<file path="config.mk">
export PLATFORM = sky130hd
export DESIGN_NAME = ps2_rx_ctrl
export DESIGN_NICKNAME = d
export VERILOG_FILES = /design/src/rtl/ps2_rx_ctrl.sv
export SDC_FILE = /design/constraint.sdc
export NUM_CORES = 1
export LEC_CHECK = 0
export CORE_UTILIZATION = 39
export CTS_BUF_LIST = sky130_fd_sc_hd__clkbuf_4
export CTS_CLUSTER_DIAMETER = 200
export DETAILED_ROUTE_END_ITERATION = 7
export PLACE_DENSITY = 0.63
export SYNTH_ARGS = -nofsm -noshare
export SYNTH_HDL_FRONTEND = slang
export SYNTH_SLANG_ARGS = --single-unit
</file>
<file path="constraint.sdc">
create_clock -name sys_clk -period 3.94 [get_ports sys_clk]
set_input_delay 0.985 -clock sys_clk [delete_from_list [all_inputs] [get_ports sys_clk]]
set_output_delay 0.985 -clock sys_clk [all_outputs]
set_load 0.01 [all_outputs]
</file>
<file path="src/rtl/ps2_rx_ctrl.sv">
// ----------------------------------------------------------------------------
// ps2_rx_ctrl
//
// PS/2 keyboard receive controller. It synchronizes the raw PS/2 clock and data
// pads and detects falling edges of the PS/2 clock. It drives an external
// 11-bit shift register through shift_en/din/sr_clear. After 11 bits it checks
// the assembled frame (start, odd parity, stop). It then decodes the 0xF0
// (break) and 0xE0 (extended) prefixes into flags that qualify the next scan
// code.
//
// Optional feature (macro PS2_RX_TIMEOUT_EN): an inter-edge watchdog aborts a
// frame when no PS/2 falling edge arrives for TIMEOUT_CYCLES sys_clk cycles
// while receiving. Without the macro no counter is built and a partial frame
// waits indefinitely.
//
// Parameters
//   TIMEOUT_CYCLES  sys_clk cycles allowed between PS/2 falling edges in a frame
//   TO_W            width of the watchdog counter
//
// Ports
//   sys_clk     in   system clock, rising edge
//   reset       in   asynchronous active-low reset
//   ps2_clk     in   raw PS/2 clock pad (asynchronous)
//   ps2_data    in   raw PS/2 data pad (asynchronous)
//   frame_q     in   external shift register: [0] start, [8:1] data LSB first,
//                    [9] parity, [10] stop
//   shift_en    out  one-cycle pulse, shift register loads din
//   din         out  synchronized data bit, valid with shift_en
//   sr_clear    out  one-cycle pulse, clears the shift register
//   code        out  last decoded scan code
//   code_valid  out  one-cycle pulse, code/brk/ext valid
//   brk         out  code was preceded by 0xF0
//   ext         out  code was preceded by 0xE0
//   frame_err   out  one-cycle pulse on a rejected or aborted frame
// ----------------------------------------------------------------------------
module ps2_rx_ctrl #(
    parameter int unsigned TIMEOUT_CYCLES = 50000,
    parameter int unsigned TO_W           = 16
) (
    input  logic        sys_clk,
    input  logic        reset,
    input  logic        ps2_clk,
    input  logic        ps2_data,
    input  logic [10:0] frame_q,
    output logic        shift_en,
    output logic        din,
    output logic        sr_clear,
    output logic [7:0]  code,
    output logic        code_valid,
    output logic        brk,
    output logic        ext,
    output logic        frame_err
);

    typedef enum logic [1:0] {
        IDLE  = 2'd0,
        RECV  = 2'd1,
        CHECK = 2'd2
    } state_t;

    localparam logic [3:0] FRAME_BITS = 4'd11;
    localparam logic [7:0] CODE_BRK   = 8'hF0;
    localparam logic [7:0] CODE_EXT   = 8'hE0;

    state_t state_q, state_d;

    // Two-stage synchronizers plus a history flop for edge detection. All of
    // them reset to 1 (PS/2 idle level) so releasing reset with an idle bus
    // does not fake a falling edge.
    logic ps2c_meta_q, ps2c_sync_q, ps2c_prev_q;
    logic ps2d_meta_q, ps2d_sync_q;

    logic [3:0] bitcnt_q, bitcnt_d;
    logic       brk_flag_q, brk_flag_d;
    logic       ext_flag_q, ext_flag_d;

    logic       shift_en_q, shift_en_d;
    logic       din_q, din_d;
    logic       sr_clear_q, sr_clear_d;
    logic [7:0] code_q, code_d;
    logic       code_valid_q, code_valid_d;
    logic       brk_q, brk_d;
    logic       ext_q, ext_d;
    logic       frame_err_q, frame_err_d;

    logic fall_edge;
    logic edge_ok;
    logic frame_good;
    logic to_fire;

    assign fall_edge = ps2c_prev_q & ~ps2c_sync_q;

    // Edges seen while the frame is being judged, or while the shift register
    // is being cleared, are dropped so a clear can never collide with a shift.
    assign edge_ok = fall_edge && (state_q != CHECK) && !sr_clear_q;

    assign frame_good = ~frame_q[0] & frame_q[10] & (^frame_q[9:1]);

`ifdef PS2_RX_TIMEOUT_EN
    logic [TO_W-1:0] to_q, to_d;
    logic [TO_W-1:0] to_inc;
    logic            to_active;

    // The counter only runs while waiting for the next bit of a frame; the
    // cycle that moves a full frame on to CHECK is not a waiting cycle.
    assign to_active = (state_q == RECV) && (bitcnt_q != FRAME_BITS) && !edge_ok;
    assign to_inc    = to_q + 1'b1;
    assign to_fire   = to_active && (to_inc == TO_W'(TIMEOUT_CYCLES));
    assign to_d      = (to_active && !to_fire) ? to_inc : '0;

    always_ff @(posedge sys_clk or negedge reset) begin
        if (!reset) begin
            to_q <= '0;
        end else begin
            to_q <= to_d;
        end
    end
`else
    // Watchdog absent: the parameters are still referenced here so the
    // interface stays identical across both builds.
    logic [TO_W-1:0] unused_timeout_cfg;
    assign unused_timeout_cfg = TO_W'(TIMEOUT_CYCLES);
    assign to_fire            = 1'b0;
`endif

    // ------------------------------------------------------------------
    // State and output registers
    // ------------------------------------------------------------------
    always_ff @(posedge sys_clk or negedge reset) begin
        if (!reset) begin
            state_q      <= IDLE;
            ps2c_meta_q  <= 1'b1;
            ps2c_sync_q  <= 1'b1;
            ps2c_prev_q  <= 1'b1;
            ps2d_meta_q  <= 1'b1;
            ps2d_sync_q  <= 1'b1;
            bitcnt_q     <= 4'd0;
            brk_flag_q   <= 1'b0;
            ext_flag_q   <= 1'b0;
            shift_en_q   <= 1'b0;
            din_q        <= 1'b0;
            sr_clear_q   <= 1'b0;
            code_q       <= 8'h00;
            code_valid_q <= 1'b0;
            brk_q        <= 1'b0;
            ext_q        <= 1'b0;
            frame_err_q  <= 1'b0;
        end else begin
            state_q      <= state_d;
            ps2c_meta_q  <= ps2_clk;
            ps2c_sync_q  <= ps2c_meta_q;
            ps2c_prev_q  <= ps2c_sync_q;
            ps2d_meta_q  <= ps2_data;
            ps2d_sync_q  <= ps2d_meta_q;
            bitcnt_q     <= bitcnt_d;
            brk_flag_q   <= brk_flag_d;
            ext_flag_q   <= ext_flag_d;
            shift_en_q   <= shift_en_d;
            din_q        <= din_d;
            sr_clear_q   <= sr_clear_d;
            code_q       <= code_d;
            code_valid_q <= code_valid_d;
            brk_q        <= brk_d;
            ext_q        <= ext_d;
            frame_err_q  <= frame_err_d;
        end
    end

    // ------------------------------------------------------------------
    // Next-state and output logic
    // ------------------------------------------------------------------
    always_comb begin
        state_d      = state_q;
        bitcnt_d     = bitcnt_q;
        brk_flag_d   = brk_flag_q;
        ext_flag_d   = ext_flag_q;
        shift_en_d   = 1'b0;
        din_d        = 1'b0;
        sr_clear_d   = 1'b0;
        code_d       = code_q;
        code_valid_d = 1'b0;
        brk_d        = brk_q;
        ext_d        = ext_q;
        frame_err_d  = 1'b0;

        unique case (state_q)
            IDLE: begin
                // Only a low data bit can be a start bit; a high bit on an
                // edge here is line noise or a leftover and is ignored.
                if (edge_ok && !ps2d_sync_q) begin
                    shift_en_d = 1'b1;
                    din_d      = 1'b0;
                    bitcnt_d   = 4'd1;
                    state_d    = RECV;
                end
            end

            RECV: begin
                if (bitcnt_q == FRAME_BITS) begin
                    // The 11th bit lands in the shift register at the end of
                    // this cycle, so the frame is judged one cycle later.
                    state_d = CHECK;
                end else if (edge_ok) begin
                    shift_en_d = 1'b1;
                    din_d      = ps2d_sync_q;
                    bitcnt_d   = bitcnt_q + 4'd1;
                end else if (to_fire) begin
                    frame_err_d = 1'b1;
                    sr_clear_d  = 1'b1;
                    brk_flag_d  = 1'b0;
                    ext_flag_d  = 1'b0;
                    bitcnt_d    = 4'd0;
                    state_d     = IDLE;
                end
            end

            CHECK: begin
                state_d    = IDLE;
                sr_clear_d = 1'b1;
                bitcnt_d   = 4'd0;
                if (frame_good) begin
                    if (frame_q[8:1] == CODE_BRK) begin
                        brk_flag_d = 1'b1;
                    end else if (frame_q[8:1] == CODE_EXT) begin
                        ext_flag_d = 1'b1;
                    end else begin
                        code_d       = frame_q[8:1];
                        brk_d        = brk_flag_q;
                        ext_d        = ext_flag_q;
                        code_valid_d = 1'b1;
                        brk_flag_d   = 1'b0;
                        ext_flag_d   = 1'b0;
                    end
                end else begin
                    // A corrupt frame also invalidates any pending prefix.
                    frame_err_d = 1'b1;
                    brk_flag_d  = 1'b0;
                    ext_flag_d  = 1'b0;
                end
            end

            default: begin
                state_d  = IDLE;
                bitcnt_d = 4'd0;
            end
        endcase
    end

    assign shift_en   = shift_en_q;
    assign din        = din_q;
    assign sr_clear   = sr_clear_q;
    assign code       = code_q;
    assign code_valid = code_valid_q;
    assign brk        = brk_q;
    assign ext        = ext_q;
    assign frame_err  = frame_err_q;

endmodule

</file>
# Yosys cells after proc, flatten, opt, wreduce, memory -nomap -nowiden
# Index checks and enable logic that the tools add are counted.
[word_totals] mem_bits_ro=0 memories=0 in_bits=15 regBits=28 word_cells=76 ram_bits=0 latch_bits=0 output_inout_bits=15
[op_classes] order_cmp=0 div_mod_pow=0 bitwise_logic=7 addsub=1 reduce_logical=12 shifts=0 n_mux=27 n_eq_ne=12 multipliers=0
[ops] op="$mux W1" count=19
[ops] op="$eq A8 B8 Y1 const B" count=2
[ops] op="$mux W4" count=3
[ops] op="$ne A2 B2 Y1 const B" count=6
[ops] op="$reduce_xor A9 Y1" count=1
[ops] op="$pmux W4 S2" count=1
[ops] op="$reduce_and A2 Y1" count=3
[ops] op="$add A4 B1 Y4 const B" count=1
[ops] op="$eq A4 B4 Y1 const B" count=1
[ops] op="$mux W2" count=2
[ops] op="$not A1 Y1" count=4
[ops] op="$pmux W2 S2" count=1
[ops] op="$reduce_and A4 Y1" count=1
[ops] op="$and A1 B1 Y1" count=3
[ops] op="$logic_and A1 B1 Y1" count=3
[ops] op="$ne A3 B3 Y1 const B" count=1
[ops] op="$reduce_and A3 Y1" count=1
[ops] op="$eq A2 B1 Y1 const B" count=1
[ops] op="$eq A2 B2 Y1 const B" count=1
[ops] op="$logic_not A1 Y1" count=2
[ops] op="$logic_not A2 Y1" count=1
[ops] op="$pmux W1 S2" count=1

# Depth between registers and ports, before layout
[depth] word_depth=7 depth_mapped=7 mapped_depth_nobuf=6

# Worst setup path before layout
# Ideal clock, no wire load.
[synth_timing] path_type="in2reg" start="in frame_q[1]" end="reg brk_q (netlist: brk)" cell_stages=7 n_path_buf=1 arrival_ns=2.474 slack_ns=1.341 setup_ns=0.125 cell_sequence="inv_1 -> ha_1 -> xnor3_2 -> xnor2_4 -> nand3_2 -> buf_6 -> mux2_4"
[synth_via] elab_chain_cells=3 elab_cells_between_ends=7
[synth_rtl] item="start, declared" line="44" source="input logic [10:0] frame_q,"
[synth_rtl] item="$reduce_xor A9 Y1, or another cell as far along" line="97" source="assign frame_good = ~frame_q[0] & frame_q[10] & (^frame_q[9:1]);"
[synth_rtl] item="$and A1 B1 Y1 or $not A1 Y1 (tied branches)"
[synth_rtl] item="$reduce_and A4 Y1 (no line) (*)"
[synth_rtl] item="end signal, assigned" line="163" source="brk_q <= brk_d;"
[synth_rtl] item="end, declared" line="82" source="logic brk_q, brk_d;"
# Every way passes the cells marked *; elsewhere a longest branch is shown, timed or not.
# A chain may end at the register's enable or synchronous reset.

# Final worst setup path
[layout_timing] start="in frame_q[2]" end="reg code_q[0] (netlist: code[0])"
[layout_via] elab_chain_cells=3 elab_cells_between_ends=7
[layout_rtl] item="$reduce_xor A9 Y1, or another cell as far along" line="97"
[layout_rtl] item="$and A1 B1 Y1 or $not A1 Y1 (tied branches)"
[layout_rtl] item="$reduce_and A4 Y1 (no line) (*)"
[layout_rtl] item="end signal, assigned" line="161" source="code_q <= code_d;"
[layout_rtl] item="end, declared" line="80" source="logic [7:0] code_q, code_d;"
# Marks and branches as above.

==> results.cfg <==
[layout]
synthToLayoutAreaGrowth_pct = 30.3
layout-drive-gt1-share = 0.192
nets = 152
final_common_cell = clkdlybuf4s50_1
fin_area_sq_um = 1700
final_cell_mix = clkdlybuf4s50_1, dfrtp_1, inv_1, mux2_4
diodes = 0

[floorplanning]
core_sq_um = 3100
rows = 20
io_pins = 30
dieArea_sq_um = 3570
die_height_um = 59.8
start_util = 0.420
die_w_um = 59.8

[sta]
drv_slew = 0
skew_ns = 0.00761
max_freq_mhz = 330
rsz0062_at_grt = no
setup_viol = 0
period_minus_slack_ns = 3.03
slew_headroom = 0.273
worst_pin_slew_ns = 1.09
period_share = 0.768
final.setup.tns_ns = 0
hold_viol_final = 0

[critical_path]
crit_arrival_ns = 3.25
cp-end-kind = flop
required_ns = 4.17
path_class = in2reg
start_kind = input pin
crit_fanout = 11
ff2ff_setup_slack_ns = 2.05

[detailed_routing]
dr.pass1.iters = 4
vias = 843
drc = 0
ant_nets = 0
drtIter0Drc = 12
routed_wl_um = 2260
routedWlPerCell_um = 13.0
routed_via_density = 4.84

[place]
place.gp.congestion = 0.758
hpwl_um = 1750
placed_cell_area_sq_um = 1640
io_buffers = 29

[min_path]
hold_class = reg2reg

[yosys]
synth.distinct_cells = 32
yosysWarnings = 0
yosys.area.top_type = dfrtp_1
synth_area_leaders = dfrtp_1, mux2_4, dfstp_2
synth_edf_count = 0
syn_area_sq_um = 1300
synthCells = 97
async_flop_share = 1.00
syn_nets = 118
ys_seq_elements = 28
yosysSeqAreaShare = 0.543
synth.top_cell.area_share = 0.442
syn_avg_cell_area_sq_um = 13.4
synth_ff_type = dfrtp_1

[run]
maxCapViolations = 0

[clock_tree]
cts_buffers = 3
clockBufferDepth = 2
cts.repair.resized = 0
clock_sinks = 28
cts_root_buf = clkbuf_4
post_cts_buffers = 0
worstSkewPairLatency_ns = 0.32
htree_levels = 1
clkSlewWorstSetupHoldPaths_ns = 0.15
holdBufCountCts = 0
tritoncts = built

[outcome]
outcome = finished clean

[grt]
grt_antenna_before_repair = 0
grt_util_all_layers = 0.148
grt_max_degree = 26
grt_pass1_vias = 898
grt-ovfl-total = 0
grt_pass1_wl_um = 3820

[power]
peakVddDrop_v = 0.000140
power_leakage_nw = 0.809
power_density_nw_per_um2 = 426
## cell type report
cell class                 count  area [sq um]
inverter                      10          37.5
clock inverter                 1          30.0
tap                           44          55.1
sequential                    28           707
clock buffer                   3          22.5
timing repair buffer          30           298
fill                         299          1410
multi-input combinational     58           547
## state kept, by name, summed over array words and instances, names as in the netlist
register	cells
ps2d_meta_q	1
brk_flag_q	1
ps2c_sync_q	1
frame_err	1
shift_en	1
code	8
brk	1
ext	1
ext_flag_q	1
code_valid	1
sr_clear	1
ps2c_meta_q	1
ps2c_prev_q	1
din	1
bitcnt_q	4
ps2d_sync_q	1
state_q	2
## synthesized netlist by cell type, types with 2 or more instances
| library cell | n |
|---|---|
| inv_1 | 9 |
| xnor2_4 | 2 |
| ha_1 | 6 |
| nand4_1 | 5 |
| nand2b_1 | 3 |
| nand2_1 | 2 |
| mux2_4 | 9 |
| nor3b_1 | 3 |
| and2_1 | 2 |
| a31oi_1 | 2 |
| nor2_1 | 6 |
| xor2_1 | 2 |
| dfstp_2 | 5 |
| dfrtp_1 | 23 |
## worst paths after layout
check                             from          end  depth (start not counted)
max                         frame_q[2]      code[0]                          7
min                        ps2c_meta_q  ps2c_sync_q                          0
max reg2reg                 state_q[0]      code[0]                          4
min reg2reg                ps2c_meta_q  ps2c_sync_q                          0
max in group asynchronous        reset  ps2c_sync_q                          2
min in group asynchronous        reset     sr_clear                          1
## cell families (layout without fill, tap and decap cells)
| family | count (synthesis) | in the layout | synth area share |
|---|---|---|---|
| XOR/XNOR | 5 | 5 | 0.0740 |
| AND/OR/NAND/NOR | 29 | 29 | 0.134 |
| AO/OA/AOI/OAI | 7 | 7 | 0.0346 |
| adder cells (fa/ha/maj) | 6 | 6 | 0.0576 |
| buffers and inverters | 11 | 44 | 0.0375 |
| flip-flops | 28 | 28 | 0.543 |
| multiplexers | 11 | 11 | 0.120 |
## per-layer routing
| layer | routed length [um] | up-vias | GRT usage |
|---|---|---|---|
| li1 | - | 402 | - |
| met1 | 920 | 419 | 0.163 |
| met2 | 1250 | 20 | 0.270 |
| met3 | 71 | 2 | 0.0281 |
| met4 | 19 | 0 | 0.0731 |
| met5 | 0 | - | 0 |
## where the power goes
part | internal [mW] | switching [mW] | leakage, nW
Sequential | 0.329 | 0.0361 | 0.357
Clock | 0.103 | 0.0818 | 0.0279
Combinational | 0.102 | 0.0719 | 0.425
## worst max-delay path, stage by stage
cell,delay (ns)
clkdlybuf4s50_1,0.48
inv_1,0.05
ha_1,0.27
xnor3_2,0.45
xnor2_4,0.22
nand3_2,0.37
mux2_1,0.43
## through the flow
stage | utilization | cells | hold WS, ns | power (mW) | setup slack (ns)
finish | 0.547 | 174 | 0.370 | 0.723 | 0.914
global route | 0.547 | 174 | 0.377 | 0.770 | 0.852
CTS | 0.547 | 174 | 0.372 | 0.736 | 0.928
detailed placement | 0.530 | 170 | 0.351 | 0.546 | 0.549
global placement | 0.530 | 170 | 0.347 | 0.537 | 0.589
floorplan | - | 97 | 0.345 | 0.478 | 1.34
Note: power is estimated with default switching activity, not from simulation.
